$ cat config.mk
export PLATFORM = sky130hd
export DESIGN_NAME = fetch_redirect_ctrl
export DESIGN_NICKNAME = d
export VERILOG_FILES = /design/src/rtl/fetch_ctrl_pkg.sv /design/src/rtl/fetch_req_latch.sv /design/src/rtl/fetch_redirect_ctrl.sv
export SDC_FILE = /design/constraint.sdc
export NUM_CORES = 1
export LEC_CHECK = 0
export ABC_AREA = 1
export CORE_AREA = 5 5 100 102
export DETAILED_ROUTE_END_ITERATION = 8
export DIE_AREA = 0 0 105 107
export PLACE_DENSITY = 0.93
export SLEW_MARGIN = 20
export SYNTH_ARGS = -nofsm -noshare
export SYNTH_HDL_FRONTEND = slang
export SYNTH_SLANG_ARGS = --single-unit
$ cat constraint.sdc
create_clock -name clk -period 3.3 [get_ports clk]
set_input_delay 0.495 -clock clk [delete_from_list [all_inputs] [get_ports clk]]
set_output_delay 0.495 -clock clk [all_outputs]
set_load 0.05 [all_outputs]
$ cat src/rtl/fetch_ctrl_pkg.sv
// Shared encodings and default vectors for the fetch-stage next-PC controller.
package fetch_ctrl_pkg;

    localparam logic [1:0] ST_BOOT = 2'd0;
    localparam logic [1:0] ST_RUN  = 2'd1;
    localparam logic [1:0] ST_IMM  = 2'd2;

    typedef enum logic [2:0] {
        SRC_SEQ = 3'd0,
        SRC_EXC = 3'd1,
        SRC_INT = 3'd2,
        SRC_POP = 3'd3,
        SRC_JMP = 3'd4
    } pc_src_e;

    localparam logic [31:0] DEF_RESET_VEC    = 32'd32;
    localparam logic [31:0] DEF_INT_VEC      = 32'd0;
    localparam logic [3:0]  DEF_ITYPE_OPCODE = 4'd8;

    function automatic logic [31:0] pc_inc(input logic [31:0] pc);
        return pc + 32'd1;
    endfunction

endpackage

$ cat src/rtl/fetch_req_latch.sv
// Sticky request bit (set beats clear) with an optional payload captured on set.
module fetch_req_latch #(
    parameter int W           = 32,
    parameter bit HAS_PAYLOAD = 1'b1
) (
    input  logic         clk,
    input  logic         reset,
    input  logic         set,
    input  logic         clr,
    input  logic [W-1:0] data_in,
    output logic         pending,
    output logic [W-1:0] data_out
);

    logic pending_r;

    // Pending bit: a repeat request on the service edge keeps it armed.
    always_ff @(posedge clk or negedge reset) begin
        if (!reset) begin
            pending_r <= 1'b0;
        end else begin
            pending_r <= set | (pending_r & ~clr);
        end
    end

    assign pending = pending_r;

    generate
        if (HAS_PAYLOAD) begin : g_payload
            logic [W-1:0] data_r;

            // Payload holding register, refreshed by every new request.
            always_ff @(posedge clk or negedge reset) begin
                if (!reset) begin
                    data_r <= {W{1'b0}};
                end else if (set) begin
                    data_r <= data_in;
                end
            end

            assign data_out = data_r;
        end else begin : g_no_payload
            logic data_unused_s;
            assign data_unused_s = ^data_in;
            assign data_out      = {W{1'b0}};
        end
    endgenerate

endmodule

$ cat src/rtl/fetch_redirect_ctrl.sv
// Next-PC controller: latches redirect requests, arbitrates them by fixed
// priority against sequential fetch/stall and sequences two-word I-type fetches.
module fetch_redirect_ctrl
    import fetch_ctrl_pkg::*;
#(
    parameter logic [31:0] RESET_VEC    = DEF_RESET_VEC,
    parameter logic [31:0] INT_VEC      = DEF_INT_VEC,
    parameter logic [3:0]  ITYPE_OPCODE = DEF_ITYPE_OPCODE
) (
    input  logic        clk,
    input  logic        reset,
    input  logic [31:0] pc_cur,
    input  logic [3:0]  opcode,
    input  logic        stall,
    input  logic        ext_int,
    input  logic        set_int,
    input  logic        exception,
    input  logic        pop_pc,
    input  logic [31:0] pop_value,
    input  logic        jmp_req,
    input  logic [31:0] jmp_target,
    output logic [31:0] pc_next,
    output logic        pc_en,
    output logic        flush,
    output logic        imm_phase,
    output logic        int_ack,
    output logic        exc_ack
);

    logic [1:0]  state_r;
    logic [1:0]  state_nxt_s;
    logic        boot_s;
    logic        hold_s;
    pc_src_e     src_s;

    logic        exc_pend_s, int_pend_s, pop_pend_s, jmp_pend_s;
    logic        exc_clr_s, int_clr_s, pop_clr_s, jmp_clr_s;
    logic        exc_data_unused_s, int_data_unused_s;
    logic [31:0] pop_hold_s, jmp_hold_s;

    fetch_req_latch #(.W(1), .HAS_PAYLOAD(1'b0)) u_exc_req (
        .clk      (clk),
        .reset    (reset),
        .set      (exception),
        .clr      (exc_clr_s),
        .data_in  (1'b0),
        .pending  (exc_pend_s),
        .data_out (exc_data_unused_s)
    );

    fetch_req_latch #(.W(1), .HAS_PAYLOAD(1'b0)) u_int_req (
        .clk      (clk),
        .reset    (reset),
        .set      (ext_int | set_int),
        .clr      (int_clr_s),
        .data_in  (1'b0),
        .pending  (int_pend_s),
        .data_out (int_data_unused_s)
    );

    fetch_req_latch #(.W(32), .HAS_PAYLOAD(1'b1)) u_pop_req (
        .clk      (clk),
        .reset    (reset),
        .set      (pop_pc),
        .clr      (pop_clr_s),
        .data_in  (pop_value),
        .pending  (pop_pend_s),
        .data_out (pop_hold_s)
    );

    fetch_req_latch #(.W(32), .HAS_PAYLOAD(1'b1)) u_jmp_req (
        .clk      (clk),
        .reset    (reset),
        .set      (jmp_req),
        .clr      (jmp_clr_s),
        .data_in  (jmp_target),
        .pending  (jmp_pend_s),
        .data_out (jmp_hold_s)
    );

    // Unused state code 3 is treated like BOOT so the controller self-recovers.
    assign boot_s = (state_r != ST_RUN) && (state_r != ST_IMM);

    // Arbitration: an exception is the only request that overrides a stall.
    always_comb begin
        src_s  = SRC_SEQ;
        hold_s = 1'b0;
        if (boot_s) begin
            src_s  = SRC_SEQ;
            hold_s = 1'b0;
        end else if (exc_pend_s) begin
            src_s = SRC_EXC;
        end else if (stall) begin
            hold_s = 1'b1;
        end else if (int_pend_s) begin
            src_s = SRC_INT;
        end else if (pop_pend_s) begin
            src_s = SRC_POP;
        end else if (jmp_pend_s) begin
            src_s = SRC_JMP;
        end else begin
            src_s = SRC_SEQ;
        end
    end

    assign exc_clr_s = (src_s == SRC_EXC);
    assign int_clr_s = (src_s == SRC_INT);
    assign pop_clr_s = (src_s == SRC_POP);
    assign jmp_clr_s = (src_s == SRC_JMP);

    // Output decode from the registered state and pending requests.
    always_comb begin
        pc_next   = pc_inc(pc_cur);
        pc_en     = 1'b1;
        flush     = 1'b0;
        int_ack   = 1'b0;
        exc_ack   = 1'b0;
        imm_phase = (state_r == ST_IMM);
        if (boot_s) begin
            pc_next = RESET_VEC;
            flush   = 1'b1;
        end else if (hold_s) begin
            pc_en = 1'b0;
        end else begin
            case (src_s)
                SRC_EXC: begin
                    pc_next = RESET_VEC;
                    flush   = 1'b1;
                    exc_ack = 1'b1;
                end
                SRC_INT: begin
                    pc_next = INT_VEC;
                    flush   = 1'b1;
                    int_ack = 1'b1;
                end
                SRC_POP: begin
                    pc_next = pop_hold_s;
                    flush   = 1'b1;
                end
                SRC_JMP: begin
                    pc_next = jmp_hold_s;
                    flush   = 1'b1;
                end
                SRC_SEQ: begin
                    pc_next = pc_inc(pc_cur);
                end
                default: begin
                    pc_next = pc_inc(pc_cur);
                end
            endcase
        end
    end

    // Next state: any redirect aborts an immediate fetch in progress.
    always_comb begin
        state_nxt_s = state_r;
        if (boot_s) begin
            state_nxt_s = ST_RUN;
        end else if (hold_s) begin
            state_nxt_s = state_r;
        end else if (src_s != SRC_SEQ) begin
            state_nxt_s = ST_RUN;
        end else if (state_r == ST_IMM) begin
            state_nxt_s = ST_RUN;
        end else if (opcode == ITYPE_OPCODE) begin
            state_nxt_s = ST_IMM;
        end else begin
            state_nxt_s = ST_RUN;
        end
    end

    // State register.
    always_ff @(posedge clk or negedge reset) begin
        if (!reset) begin
            state_r <= ST_BOOT;
        end else begin
            state_r <= state_nxt_s;
        end
    end

endmodule

[After elaboration in Yosys (flattened, before gate mapping)]
Cells that the tools add are included.
Operators by class
  $add $sub $neg: 1
  multipliers: 0
  divide/modulo/power cells: 0
  order comparisons: 0
  equality and inequality tests: 9
  shift operators: 0
  muxes and demuxes: 28
  bitwise logic cells: 13
  reductions and logical operators: 3
Operators with widths (count)
  case mux 32 bit (4 select lines): 1
  two-way mux 32 bit: 2
  adder 32 x 1 -> 32 bit (second input constant): 1
  two-way mux 3 bit: 6
  two-way mux 1 bit: 14
  two-way mux 2 bit: 5
  equality test 3 x 2 -> 1 bit (second input constant): 2
  bitwise OR 1 bit: 5
  AND 1 bit: 4
  equality test 4 bit (second input constant): 1
  != test 2 bit (second input constant): 2
  inverter 1 bit: 4
  OR reduction 4 bit: 1
  equality test 3 x 1 -> 1 bit (second input constant): 1
  equality test 3 bit (second input constant): 1
  nonzero test 3 bit: 1
  equality test 2 bit (second input constant): 1
  != test 2 x 1 -> 1 bit (second input constant): 1
  logical AND 1 bit: 1
Word-level totals
  register bits after elaboration: 70
  bits in latches: 0
  bits in writable memories: 0
  bits in read-only memories: 0
  input port bits: 108
  output and inout bits: 37
  word-level logic and storage cells: 61
  memories kept: 0

[Logic depth before layout (Yosys ltp)]
  word-level depth: 11
  depth in mapped cells: 10
  gate-level depth less buffers: 10

[Modules after synthesis]
Synthesis repeated with hierarchy kept, for this count alone.
Unflattened totals
  cells, all modules: 715
  area, all modules: 4753.3 um^2
Modules (own cells, without submodules)
  fetch_req_latch at u_jmp_req ...: instances 2, cells each 140, area each 1326.3 um^2, sequential area each 825.8 um^2
  fetch_redirect_ctrl: instances 1, cells each 421, area each 1998.2 um^2, sequential area each 50.0 um^2
  fetch_req_latch at u_exc_req ...: instances 2, cells each 7, area each 51.3 um^2, sequential area each 25.0 um^2

[Worst setup path before layout]
No wires, ideal clock.
  path type: register -> output
  from: register state_r[0]
  to: output pc_next[30]
  arrival: 2.321 ns
  required time: 2.805 ns
  path slack: 0.484 ns
  stages on the path, launching flop included: 11
  path buffers: 1
  cells stage by stage: dfrtp_1 -> inv_1 -> ha_1 -> nor2_4 -> nand3b_4 -> inv_1 -> nand2_2 -> buf_2 -> o21ai_1 -> nor2_1 -> a21oi_1
Between the ends
  word-level cells in the longest chain between the ends: 7
  elaborated cells between the ends (all ways): 12
  those cells by class: eq/ne (6); mux (5); reduce/logical (1)
RTL lines
  start: declaration: line fetch_redirect_ctrl.sv:30  | logic [1:0] state_r;
  start signal: assignment: line fetch_redirect_ctrl.sv:177  | state_r <= state_nxt_s;
  != test 2 x 1 -> 1 bit / != test 2 bit (equally long branches): line fetch_redirect_ctrl.sv:82  | assign boot_s = (state_r != ST_RUN) && (state_r != ST_IMM);
  logical AND 1 bit (*): line fetch_redirect_ctrl.sv:82
  two-way mux 3 bit: line fetch_redirect_ctrl.sv:88  | if (boot_s) begin
  equality test 3 bit, or another cell as far along: line fetch_redirect_ctrl.sv:125  | case (src_s)
  case mux 32 bit (4 select lines): line fetch_redirect_ctrl.sv:125
  two-way mux 32 bit: line fetch_redirect_ctrl.sv:122  | end else if (hold_s) begin
  two-way mux 32 bit (*): line fetch_redirect_ctrl.sv:119  | if (boot_s) begin
  end: declaration: line fetch_redirect_ctrl.sv:22  | output logic [31:0] pc_next,
Mark *: on every way between the ends. The rest lies on a longest branch, timed or not.

[Worst setup path in the final report]
Same ends and word-level chain as after synthesis.

==> results <==
==> layout make-up <==
| class | instances | area (sq um) | area share, % |
|---|---|---|---|
| well taps | 111 | 139 | 2.16 |
| clock buffers | 10 | 138 | 2.14 |
| repair buffers | 150 | 1800 | 28.0 |
| clock inverters | 6 | 93.8 | 1.46 |
| flip-flops and latches | 70 | 1750 | 27.2 |
| multi-input cells | 438 | 2160 | 33.6 |
| diodes | 1 | 2.50 | 0.0389 |
| inverters | 92 | 345 | 5.37 |
==> power by group through the flow <==
stage                     Sequential [mW]  Clock [mW]  Combinational (mW)
after floorplan                     0.970           0               0.683
after global placement              0.975           0                1.38
after detailed placement            0.981           0                1.39
after CTS                           0.964       0.805                1.40
after global routing                0.970       0.843                1.47
final                               0.964       0.801                1.40
==> worst max-delay path by stage <==
| stage | depth (start not counted) | to | slack [ps] |
|---|---|---|---|
| finish | 10 | pc_next[30] | 160 |
| floorplan | 10 | pc_next[30] | 480 |
| CTS | 10 | pc_next[25] | 50 |
| global placement | 11 | pc_next[28] | 220 |
| detailed placement | 11 | pc_next[28] | 200 |
| global route | 11 | pc_next[28] | 30 |
==> sequential cells by signal, indices dropped and copies added (netlist names) <==
register and count:
u_int_req.pending 1, u_jmp_req.pending 1, u_exc_req.pending 1, u_pop_req.pending 1
state_r 2, u_jmp_req.data_out 32, u_pop_req.data_out 32
==> metal layers <==
| metal | GRT usage, % | vias up | part of all wire [%] |
|---|---|---|---|
| met2 | 42.0 | 246 | 46 |
| met5 | 0 | - | 0 |
| met3 | 6.98 | 31 | 8.9 |
| met4 | 8.22 | 0 | 2.5 |
| met1 | 36.4 | 2236 | 42 |
| li1 | - | 2246 | - |
==> cell usage in the layout (no fill, tap or decap), types with 3 or more instances in the layout <==
cell,netlist,final
o22ai_1,17,17
nand3b_1,4,4
a21oi_1,20,20
o21ai_0,58,58
buf_12,0,33
clkdlybuf4s50_1,0,108
mux2_2,17,17
xor2_1,7,7
nand3_1,29,29
clkbuf_8,0,10
nor2_1,86,86
xnor2_1,4,4
inv_1,90,90
buf_4,1,6
o21bai_1,6,6
dfrtp_1,70,70
buf_2,6,3
nand2_1,166,166
==> what timing repair did <==
action | CTS | global route
endpoints found under the setup margin | 0 | 16
resized for setup | 0 | 1
endpoints found under the hold margin | 0 | 0
==> logic make-up after synthesis <==
family                   after synthesis  synth area share [%]
AO/OA/AOI/OAI                        107                  13.5
XOR/XNOR                              11                  2.22
adder cells (fa/ha/maj)                2                 0.577
buffers and inverters                112                  9.95
flip-flops                            70                  40.4
multiplexers                          17                  4.41
AND/OR/NAND/NOR                      301                  28.9
==> per-stage QoR <==
stage	instance area [sq um]	hold slack, ps	util [%]	setup slack (ps)	instances
after floorplan	4340	199	-	484	620
after global placement	6190	473	68.6	219	861
after detailed placement	6190	483	68.6	201	861
after CTS	6420	379	71.2	50.8	877
after global routing	6430	446	71.3	27.9	878
final	6430	339	71.3	158	878
==> impl_metrics.yaml <==
run:
  drv_cap: 0
timing:
  fin_setup_tns_ps: 0
  finalHoldViolations: 0
  clock_skew_ps: 1.05
  finalCriticalPeriod_ps: 3140
  setup_violations: 0
  tightestPinTransition_ps: 962
  slew_viol_final: 0
  fin_crit_sh_pct: 95.2
  fmax_mhz: 318
  rsz0062_at_grt: "no"
  relSlewSlack_pct: 35.9
die:
  core_sq_um: 9020
  die_h_um: 107
  initial_core_util_pct: 48.1
  dieArea_sq_um: 11200
  num_rows: 35
  ios: 145
  die_width_um: 105
logic_synthesis:
  synth_area_per_cell_sq_um: 7.00
  yosysWarnings: 0
  synth_commonest_cells: "166 x nand2_1, 90 x inv_1, 86 x nor2_1"
  synthTopCellsByArea: "dfrtp_1 40%, nand2_1 14%, inv_1 7.8%, nor2_1 7.4%, o21ai_0 6.7%"
  synth.most_common_cell: "nand2_1"
  synth.distinct_cells: 34
  synthArstFlopShare_pct: 100
  synthFlopType: "dfrtp_1"
  seq_area_frac_synth_pct: 40.4
  syn_inst: 620
  yosysTopAreaCell: "dfrtp_1"
  synth_seq_cells: 70
  synth_nets: 730
  synth_top_area_share_pct: 40.4
  synth_edf_count: 0
  syn_area_sq_um: 4340
routing:
  drcViolationCount: 0
  viasPerCell: 5.42
  routedWlPerCell_um: 17.3
  drtIter0Drc: 295
  ant_nets: 0
  vias: 4759
  wl_um: 15200
  first_pass_iters: 5
worst_setup_path:
  critPathLaunchType: "flip-flop"
  critPathMaxStageDelay_ps: 420
  crit_path_max_fanout: 12
  ff2ff_path_depth: 6
  crit_type: "flip-flop to output port"
  worst_ep_arrival_time_ps: 2650
  required_ps: 2800
  crit_start: "state_r[0]"
  cp-end-kind: "output port"
  critical_path.most_common_cell: "inv_1"
  cp_slowest_cell: "inv_1"
  r2r-end: "u_jmp_req.pending"
  crit_chain: "inv_1 -> ha_1 -> nor2_4 -> nand3_2 -> inv_1 -> nand2_1 -> o21ai_1 -> nor2_1 -> a21oi_1 -> buf_12"
  crit_buf_inv: 3
  reg2reg_from: "state_r[0]"
  r2r_setup_slack_ps: 1500
  crit_family: "buffers and inverters"
final_layout:
  nNetsFinal: 871
  fill_cells: 688
  drive_gt1_share_pct: 11.5
  area_growth_pct: 48.3
clocking:
  cts_tree: "done"
  cts_max_path_buffers: 2
  post_cts.repair.setup_buffers: 0
  numCtsBuffers: 9
  cts_sinks: 70
  clk_latency_ps: 350
  cts-root-buf: "clkbuf_8"
  clk_pin_slew_ps: 90
  htree_levels: 3
  cts_hold_buf: 0
global_routing:
  grt_max_degree: 71
  gr-total-overflow: 0
  grt_usage_pct: 26.8
  grt_pass1_vias: 4776
  antenna_found_initial: 1
  grt_pass1_wl_um: 24000
status:
  status: "finished clean"
power_and_ir_drop:
  cellInternalPower_mw: 1.99
  pwr-share-comb_pct: 44.2
  switching_share_pct: 37.2
  p_leak_nw: 2.94
  power_frac_clock_pct: 25.3
  sequentialPowerShare_pct: 30.5
  totalPowerFinal_mw: 3.16
  powerDensity_nw_per_um2: 492
  power.switching_mw: 1.18
  peakVddDrop_mv: 0.317
placement:
  port_buffers: 144
  dp_hpwl_um: 11900
  place_congestion: 0.938
worst_hold_path:
  hp-class: "input port to asynchronous set/reset pin"
Note: power is estimated with default switching activity, not from simulation.
